`src/rtl/stim_loader_if.sv`:
```
// Host byte link and STIM_FIFO / DI_FIFO write ports of the stimulus loader.
// master = loader side, slave = host receiver and FIFO side.
interface stim_loader_if #(
   parameter int unsigned STF_WIDTH = 24,
   parameter int unsigned DIF_WIDTH = 32
);
   logic [7:0]           in_data;
   logic                 in_valid;
   logic                 in_ready;
   logic [STF_WIDTH-1:0] sfifo_data;
   logic                 sfifo_wrreq;
   logic                 sfifo_wrfull;
   logic [DIF_WIDTH-1:0] dififo_data;
   logic                 dififo_wrreq;
   logic                 dififo_wrfull;

   modport master (
      input  in_data, in_valid, sfifo_wrfull, dififo_wrfull,
      output in_ready, sfifo_data, sfifo_wrreq, dififo_data, dififo_wrreq
   );

   modport slave (
      output in_data, in_valid, sfifo_wrfull, dififo_wrfull,
      input  in_ready, sfifo_data, sfifo_wrreq, dififo_data, dififo_wrreq
   );
endinterface

```
`src/rtl/stim_loader.sv`:
```
// Parses the host byte stream into stimulus vectors (STIM_FIFO) and DI commands
// (DI_FIFO); header 00 = stimulus, FF = end-of-stream, anything else = command.
module stim_loader #(
   parameter int unsigned STF_WIDTH = 24,
   parameter int unsigned REQ_WIDTH = 3,
   parameter int unsigned CMD_WIDTH = 5,
   parameter int unsigned DIF_WIDTH = REQ_WIDTH + CMD_WIDTH + STF_WIDTH,
   parameter int unsigned CNT_WIDTH = 16
) (
   input  logic                 clock,
   input  logic                 reset_n,
   stim_loader_if.master        bus,
   output logic                 done,
   output logic [CNT_WIDTH-1:0] vec_count,
   output logic [CNT_WIDTH-1:0] cmd_count
);
   localparam int unsigned HDR_WIDTH = REQ_WIDTH + CMD_WIDTH;
   localparam int unsigned NB        = STF_WIDTH / 8;
   localparam int unsigned BC_WIDTH  = $clog2(NB) + 1;
   localparam logic [BC_WIDTH-1:0] LAST_BYTE = BC_WIDTH'(NB - 1);

   localparam logic [1:0] HDR     = 2'd0;
   localparam logic [1:0] PAYLOAD = 2'd1;
   localparam logic [1:0] WRITE   = 2'd2;
   localparam logic [1:0] DONE    = 2'd3;

   logic [1:0]           state;
   logic [HDR_WIDTH-1:0] header_q;
   logic [STF_WIDTH-1:0] payload_q;
   logic [BC_WIDTH-1:0]  byte_cnt;
   logic                 accept;
   logic                 to_stim;
   logic                 s_wr;
   logic                 d_wr;

   assign bus.in_ready = (state == HDR) || (state == PAYLOAD);
   assign accept       = bus.in_valid && bus.in_ready;
   assign to_stim      = (header_q == '0);

   // Write strobes are combinational so a record leaves in the cycle after its last byte.
   assign s_wr = (state == WRITE) &&  to_stim && !bus.sfifo_wrfull;
   assign d_wr = (state == WRITE) && !to_stim && !bus.dififo_wrfull;

   assign bus.sfifo_wrreq  = s_wr;
   assign bus.dififo_wrreq = d_wr;
   assign bus.sfifo_data   = payload_q;
   assign bus.dififo_data  = DIF_WIDTH'({header_q, payload_q});
   assign done             = (state == DONE);

   always_ff @(posedge clock or negedge reset_n) begin
      if (!reset_n) begin
         state     <= HDR;
         header_q  <= '0;
         payload_q <= '0;
         byte_cnt  <= '0;
      end else begin
         case (state)
            HDR: if (accept) begin
               header_q <= HDR_WIDTH'(bus.in_data);
               byte_cnt <= '0;
               state    <= (bus.in_data == 8'hFF) ? DONE : PAYLOAD;
            end
            PAYLOAD: if (accept) begin
               payload_q <= {payload_q[STF_WIDTH-9:0], bus.in_data};
               byte_cnt  <= byte_cnt + BC_WIDTH'(1);
               if (byte_cnt == LAST_BYTE) state <= WRITE;
            end
            WRITE: if (s_wr || d_wr) state <= HDR;
            default: state <= DONE;
         endcase
      end
   end

   always_ff @(posedge clock or negedge reset_n) begin
      if (!reset_n) begin
         vec_count <= '0;
         cmd_count <= '0;
      end else begin
         if (s_wr && (vec_count != '1)) vec_count <= vec_count + CNT_WIDTH'(1);
         if (d_wr && (cmd_count != '1)) cmd_count <= cmd_count + CNT_WIDTH'(1);
      end
   end
endmodule

```
`src/flat_wrapper.sv`:
```
// flat-port wrapper written by rule: the top's interface ports become plain ports
module stim_loader_flat 
#(
   parameter int unsigned STF_WIDTH = 24,
   parameter int unsigned REQ_WIDTH = 3,
   parameter int unsigned CMD_WIDTH = 5,
   parameter int unsigned DIF_WIDTH = REQ_WIDTH + CMD_WIDTH + STF_WIDTH,
   parameter int unsigned CNT_WIDTH = 16
)
  (clock, reset_n, done, vec_count, cmd_count, bus_in_data, bus_in_valid, bus_sfifo_wrfull, bus_dififo_wrfull, bus_in_ready, bus_sfifo_data, bus_sfifo_wrreq, bus_dififo_data, bus_dififo_wrreq);
  stim_loader_if #(.STF_WIDTH(STF_WIDTH), .DIF_WIDTH(DIF_WIDTH)) bus_i ();
  input  logic clock;
  input  logic reset_n;
  output logic done;
  output logic [CNT_WIDTH-1:0] vec_count;
  output logic [CNT_WIDTH-1:0] cmd_count;
  input wire logic [$bits(bus_i.in_data)-1:0] bus_in_data;
  input wire logic [$bits(bus_i.in_valid)-1:0] bus_in_valid;
  input wire logic [$bits(bus_i.sfifo_wrfull)-1:0] bus_sfifo_wrfull;
  input wire logic [$bits(bus_i.dififo_wrfull)-1:0] bus_dififo_wrfull;
  output wire logic [$bits(bus_i.in_ready)-1:0] bus_in_ready;
  output wire logic [$bits(bus_i.sfifo_data)-1:0] bus_sfifo_data;
  output wire logic [$bits(bus_i.sfifo_wrreq)-1:0] bus_sfifo_wrreq;
  output wire logic [$bits(bus_i.dififo_data)-1:0] bus_dififo_data;
  output wire logic [$bits(bus_i.dififo_wrreq)-1:0] bus_dififo_wrreq;
  assign bus_i.in_data = bus_in_data;
  assign bus_i.in_valid = bus_in_valid;
  assign bus_i.sfifo_wrfull = bus_sfifo_wrfull;
  assign bus_i.dififo_wrfull = bus_dififo_wrfull;
  assign bus_in_ready = bus_i.in_ready;
  assign bus_sfifo_data = bus_i.sfifo_data;
  assign bus_sfifo_wrreq = bus_i.sfifo_wrreq;
  assign bus_dififo_data = bus_i.dififo_data;
  assign bus_dififo_wrreq = bus_i.dififo_wrreq;
  stim_loader #(.STF_WIDTH(STF_WIDTH), .REQ_WIDTH(REQ_WIDTH), .CMD_WIDTH(CMD_WIDTH), .DIF_WIDTH(DIF_WIDTH), .CNT_WIDTH(CNT_WIDTH)) u_core (.clock(clock), .reset_n(reset_n), .bus(bus_i), .done(done), .vec_count(vec_count), .cmd_count(cmd_count));
endmodule
```
`config.mk`:
```
export PLATFORM = sky130hd
export DESIGN_NAME = stim_loader_flat
export DESIGN_NICKNAME = d
export VERILOG_FILES = /design/src/rtl/stim_loader_if.sv /design/src/rtl/stim_loader.sv /design/src/flat_wrapper.sv
export SDC_FILE = /design/constraint.sdc
export NUM_CORES = 1
export LEC_CHECK = 0
export CAP_MARGIN = 25
export CORE_MARGIN = 3
export CORE_UTILIZATION = 50
export DETAILED_ROUTE_END_ITERATION = 12
export PLACE_DENSITY = 0.85
export SYNTH_ARGS = -nofsm -noshare
export SYNTH_HDL_FRONTEND = slang
export SYNTH_SLANG_ARGS = --single-unit
```
`constraint.sdc`:
```
create_clock -name clock -period 3.8 [get_ports clock]
set_input_delay 0.76 -clock clock [delete_from_list [all_inputs] [get_ports clock]]
set_output_delay 0.76 -clock clock [all_outputs]
set_load 0.01 [all_outputs]
```
==> qor.csv, run 1 <==
metric;value;unit
die_w;87.6;um
dp_hpwl;5310;um
status;finished clean;
path_buf_inv;3;
gp_congestion;0.790;
synthesis.nets;290;
holdWs;0.263;ns
dieArea;7670;sq um
worstSkewPairLatency;0.32;ns
synth_edf_count;0;
wire_per_inst;16.0;um
path_cells;clkdlybuf4s50_1, nand4b_4, inv_1, clkdlybuf4s50_1;
cp_max_fo;5;
cts_setup_buffers;0;
finalNetCount;380;
cpMostUsedCell;clkdlybuf4s50_1;
hold_viol_final;0;
cap_viol_max_count;0;
startpoint_type;input pin;
vias_per_cell;5.22;
p_leak;1.97;nW
syn_area;3330;sq um
ant_nets;0;
routed_wl;7030;um
hold_path_class;in -> async;
grt_max_degree;48;
multi_input_area;1370;sq um
worstMarginPinSlew;0.584;ns
antenna_found_initial;0;
num_antenna_cells;0;
start_util;0.521;
drv_slew;0;
synthTopCellsByArea;dfrtp_1 (52%), mux2_2 (12%), buf_4 (5.4%), xnor2_1 (4.5%), ha_1 (3.0%);
yosysMostFrequentCell;dfrtp_1;
syn_to_final_growth;34.8;%
cp_slowest_cell;clkdlybuf4s50_1;
setup.worst_path.end_class;output port;
final-seq-area;1730;sq um
synth_seq_cells;69;
cts_tree;done;
first_iter_violations;76;
drive_gt1_frac;0.196;
io_pins;105;
grt_pass1_wl;11500;um
rsz0062_at_grt;false;
cts_root_buf;clkbuf_8;
rows;29;
ys.flop_type;dfrtp_1;
cts.sinks;69;
skew;0.00563;ns
cts_hold_repair.buffers;0;
finalCritPeriodShare;0.756;
cts_resized;0;
power.density;707;nW/um^2
placement.cell_area;4260;sq um
clkTransAtPathRegs;0.06;ns
max-slew-margin-rel;0.608;
overflow;0;
synth_cell_types;36;
async_flop_share;1.00;
path_class;in -> out;
dr.pass1.iters;4;
vias;2298;
arrival;2.11;ns
path_delay_family;buffers and inverters;
yosysSeqAreaShare;0.519;
fmax;348;MHz
tns;0;ns
drc_errors;0;
ir_drop;0.000517;V
grt.total_usage;0.195;
setup_viol;0;
cts_buffer_depth;2;
synth_top_area_cell;dfrtp_1;
fillers;480;
die_h;87.6;um
synthCells;269;
netlist.area_leader.share;0.519;
synth_area_per_cell;12.4;sq um
slowest_delay;0.54;ns
min_period;2.87;ns
fin_area;4490;sq um
cts_buffers;9;
synth_common_cells;dfrtp_1 (69), mux2_2 (36), buf_4 (24);
grt_pass1_vias;2337;
ys_warn_count;0;
cp.required;3.04;ns
cts_htree_levels;3;
coreArea;6390;sq um
portBuffers;104;
## power by group
group	switching [W]	internal, W	total, W
clock	0.000247	0.000287	0.000534
combinational	0.000564	0.000881	0.00144
sequential	0.000230	0.000965	0.00120
## final cells by class
class | count | share of cell area
sequential | 69 | 0.385
clock inverter | 1 | 0.00112
timing repair buffer | 107 | 0.243
inverter | 8 | 0.00669
tap | 77 | 0.0215
multi-input combinational | 164 | 0.304
clock buffer | 14 | 0.0385
## cell usage in the layout (no fill, tap or decap), drive strengths merged, types with 2 or more instances in the layout
master | netlist | final
a31oi | 2 | 2
nand4 | 10 | 10
a21oi | 4 | 4
clkbuf | 4 | 14
mux2 | 36 | 36
and3 | 8 | 8
o21ai | 3 | 3
ha | 8 | 8
clkdlybuf4s50 | 0 | 103
inv | 8 | 8
mux2i | 2 | 2
xnor2 | 17 | 17
and4 | 5 | 5
xor2 | 10 | 10
nor3 | 6 | 6
dfrtp | 69 | 69
nand2 | 21 | 21
buf | 24 | 4
nand3 | 13 | 13
nor4 | 2 | 2
nor2 | 7 | 7
nand2b | 2 | 2
## state kept, by name, indices dropped and copies added, names as in the netlist
name,flops
u_core.byte_cnt,3
u_core.state,2
u_core.header_q,8
u_core.bus.sfifo_data,24
u_core.vec_count,16
u_core.cmd_count,16
## worst paths after layout
path,from,end,slack [ns],cells after the start
setup / recovery,bus_sfifo_wrfull,bus_sfifo_wrreq,0.93,4
hold / removal,reset_n,u_core.bus.sfifo_data[17],0.26,1
setup reg to reg,u_core.state[0],u_core.cmd_count[3],1.83,7
hold reg to reg,u_core.vec_count[15],u_core.vec_count[15],0.49,1
max in group asynchronous,reset_n,u_core.bus.sfifo_data[15],2.73,3
min in group clock,u_core.vec_count[15],u_core.vec_count[15],0.49,1
## per-stage QoR
| step | power [W] | std cells | utilization | setup WS [ns] |
|---|---|---|---|---|
| 6_report | 0.00317 | 440 | 0.703 | 0.928 |
| 2_1_floorplan | 0.00197 | 269 | - | 1.75 |
| 5_1_grt | 0.00336 | 440 | 0.703 | 0.812 |
| 4_1_cts | 0.00320 | 438 | 0.695 | 0.915 |
| 3_3_place_gp | 0.00259 | 423 | 0.668 | 0.935 |
| 3_5_place_dp | 0.00265 | 423 | 0.668 | 0.924 |
## kinds of logic after synthesis
group	share of synthesized area
simple gates	0.147
flops	0.519
xor+xnor	0.0711
fa+ha+maj	0.0301
buf+inv	0.0707
mux	0.128
compound gates	0.0342
## routing by layer
metal  up-vias  GRT usage  part of all wire
met5         -          0                 0
met4         0     0.0837             0.024
met3        12     0.0329             0.038
met2        55      0.344              0.53
met1      1137      0.234              0.41
li1       1094          -                 -
No activity file was read; power rests on OpenSTA's default activity.
==> run 2: changes to the inputs <==
CORE_UTILIZATION = 47   (was 50)
PLACE_DENSITY = 0.81   (was 0.85)
clock period = 2.8 ns   (was 3.8 ns; I/O delays follow)
==> run 2 against run 1 <==
Sequential cell count stayed put. Sequential share of layout area is 0.51 points lower. Clock power is 82% higher. Sequential power is 34% higher. Register-to-register slack worse by 1.0 ns. Core utilization is 3.7 points lower. Critical endpoint unchanged. First-iteration DRC count is 36% lower. Largest cell class unchanged.
==> qor.csv, run 2 (synthesized netlist as in run 1, its figures left out) <==
metric;value;unit;change
status;finished clean;;unchanged
cts_buffers;9;;unchanged
hold_path_class;in -> async;;unchanged
hold_viol_final;0;;unchanged
coreArea;6830;sq um;was 6390 sq um
clkTransAtPathRegs;0.07;ns;was 0.06 ns
cts_hold_repair.buffers;0;;unchanged
drv_slew;0;;unchanged
cap_viol_max_count;0;;unchanged
cts_root_buf;clkbuf_8;;unchanged
syn_to_final_growth;36.7;%;was 34.8%
gp_congestion;0.765;;was 0.790
first_iter_violations;49;;was 76
power.density;990;nW/um^2;was 707 nW/um^2
finalCritPeriodShare;0.938;;
min_period;2.63;ns;
dieArea;8130;sq um;was 7670 sq um
startpoint_type;flop;;was input pin
max-slew-margin-rel;0.581;;was 0.608
cts_setup_buffers;0;;unchanged
drive_gt1_frac;0.203;;was 0.196
antenna_found_initial;0;;unchanged
skew;0.00927;ns;was 0.00563 ns
tns;0;ns;unchanged
rr_worst_depth;8;;was 7
placement.cell_area;4310;sq um;was 4260 sq um
fin_area;4550;sq um;was 4490 sq um
cts_resized;0;;unchanged
wire_per_inst;14.6;um;was 16.0 um
dp_slack;0.299;ns;was 0.924 ns
fmax;381;MHz;
worstMarginPinSlew;0.623;ns;was 0.584 ns
most-common-layout-cells;clkdlybuf4s50_1 (103), dfrtp_1 (69), mux2_2 (36), nand2_1 (21), xnor2_1 (17);;unchanged
r2r_slack;0.83;ns;was 1.83 ns
final_cells;461;;was 440
overflow;0;;unchanged
vias;2266;;was 2,298
setup.worst_path.end_class;output port;;unchanged
cts_htree_levels;3;;unchanged
finalNetCount;381;;was 380
ir_drop;0.000774;V;was 0.000517 V
start_util;0.487;;was 0.521
rsz0062_at_grt;false;;unchanged
ant_nets;0;;unchanged
die_h;90.2;um;was 87.6 um
die_w;90.2;um;was 87.6 um
drc_errors;0;;unchanged
fillers;548;;was 480
setup_viol;0;;unchanged
final_common_cell;clkdlybuf4s50_1;;unchanged
dp_hpwl;4950;um;was 5310 um
cp.required;2.24;ns;was 3.04 ns
rows;30;;was 29
grt_max_degree;38;;was 48
arrival;2.07;ns;was 2.11 ns
path_class;reg -> out;;was in -> out
grt.total_usage;0.175;;was 0.195
io_pins;105;;unchanged
cts_tree;done;;unchanged
grt_pass1_wl;11400;um;was 11,500 um
portBuffers;104;;unchanged
cp_max_fo;5;;unchanged
p_leak;1.98;nW;was 1.97 nW
largest_register_ffs;24;;unchanged
worstSkewPairLatency;0.35;ns;was 0.32 ns
grt_pass1_vias;2316;;was 2,337
routed_wl;6730;um;was 7030 um
finalWorstSetupSlack;0.174;ns;was 0.928 ns
cts_buffer_depth;2;;unchanged
dr.pass1.iters;4;;unchanged
place_inst;445;;was 423
vias_per_cell;4.92;;was 5.22
num_antenna_cells;0;;unchanged
cts.sinks;69;;unchanged
holdWs;0.0368;ns;was 0.263 ns
==> run 2: changes by cell type in the layout (fill, tap and decap cells not counted), sizes merged <==
cell / before / now
clkbuf: 14 / 10
buf: 4 / 5
clkinv: 1 / 2
bufinv: 0 / 3
clkinvlp: 0 / 1
==> run 2: through the flow <==
stage	utilization	power, W
after CTS	0.666	0.00457
after global routing	0.666	0.00477
after detailed placement	0.631	0.00358
after floorplan	-	0.00267
final	0.666	0.00450
after global placement	0.631	0.00353
==> run 2: critical path, stage by stage, from the launching register on <==
cell and delay, ns:
dfrtp_1 0.42, nor4_4 0.43, nand4b_4 0.21, inv_1 0.12, clkdlybuf4s50_1 0.54
==> run 2: cell type report <==
cell class	count	area, sq um	area share
Clock inverter	6	111	0.0245
Sequential cell	69	1730	0.380
Inverter	8	30.0	0.00660
Clock buffer	10	128	0.0281
Multi-Input combinational cell	164	1370	0.300
Timing Repair Buffer	108	1070	0.234
Tap cell	96	120	0.0264
==> run 2: final timing paths <==
| check | start | end |
|---|---|---|
| worst max-delay path | u_core.header_q[5] | bus_sfifo_wrreq |
| worst min-delay path | reset_n | u_core.bus.sfifo_data[8] |
| worst max register to register | u_core.state[0] | u_core.cmd_count[7] |
| worst min register to register | u_core.cmd_count[8] | u_core.cmd_count[8] |
| max in group asynchronous | reset_n | u_core.cmd_count[1] |
| min in group clock | u_core.cmd_count[8] | u_core.cmd_count[8] |
==> run 2: per-layer routing <==
| layer | part of all wire | routed length, um | vias to the layer above | track usage |
|---|---|---|---|---|
| met5 | 0 | 0 | - | 0 |
| met4 | 0.021 | 143 | 0 | 0.0906 |
| met3 | 0.030 | 199 | 11 | 0.0335 |
| met2 | 0.50 | 3360 | 55 | 0.291 |
| met1 | 0.45 | 3020 | 1103 | 0.218 |
| li1 | - | - | 1097 | - |
==> run 2: power breakdown <==
group          internal, W  switching, W  total, W
Clock             0.000592      0.000379  0.000970
Sequential         0.00131      0.000303   0.00161
Combinational      0.00118      0.000738   0.00192
Total              0.00308       0.00142   0.00450
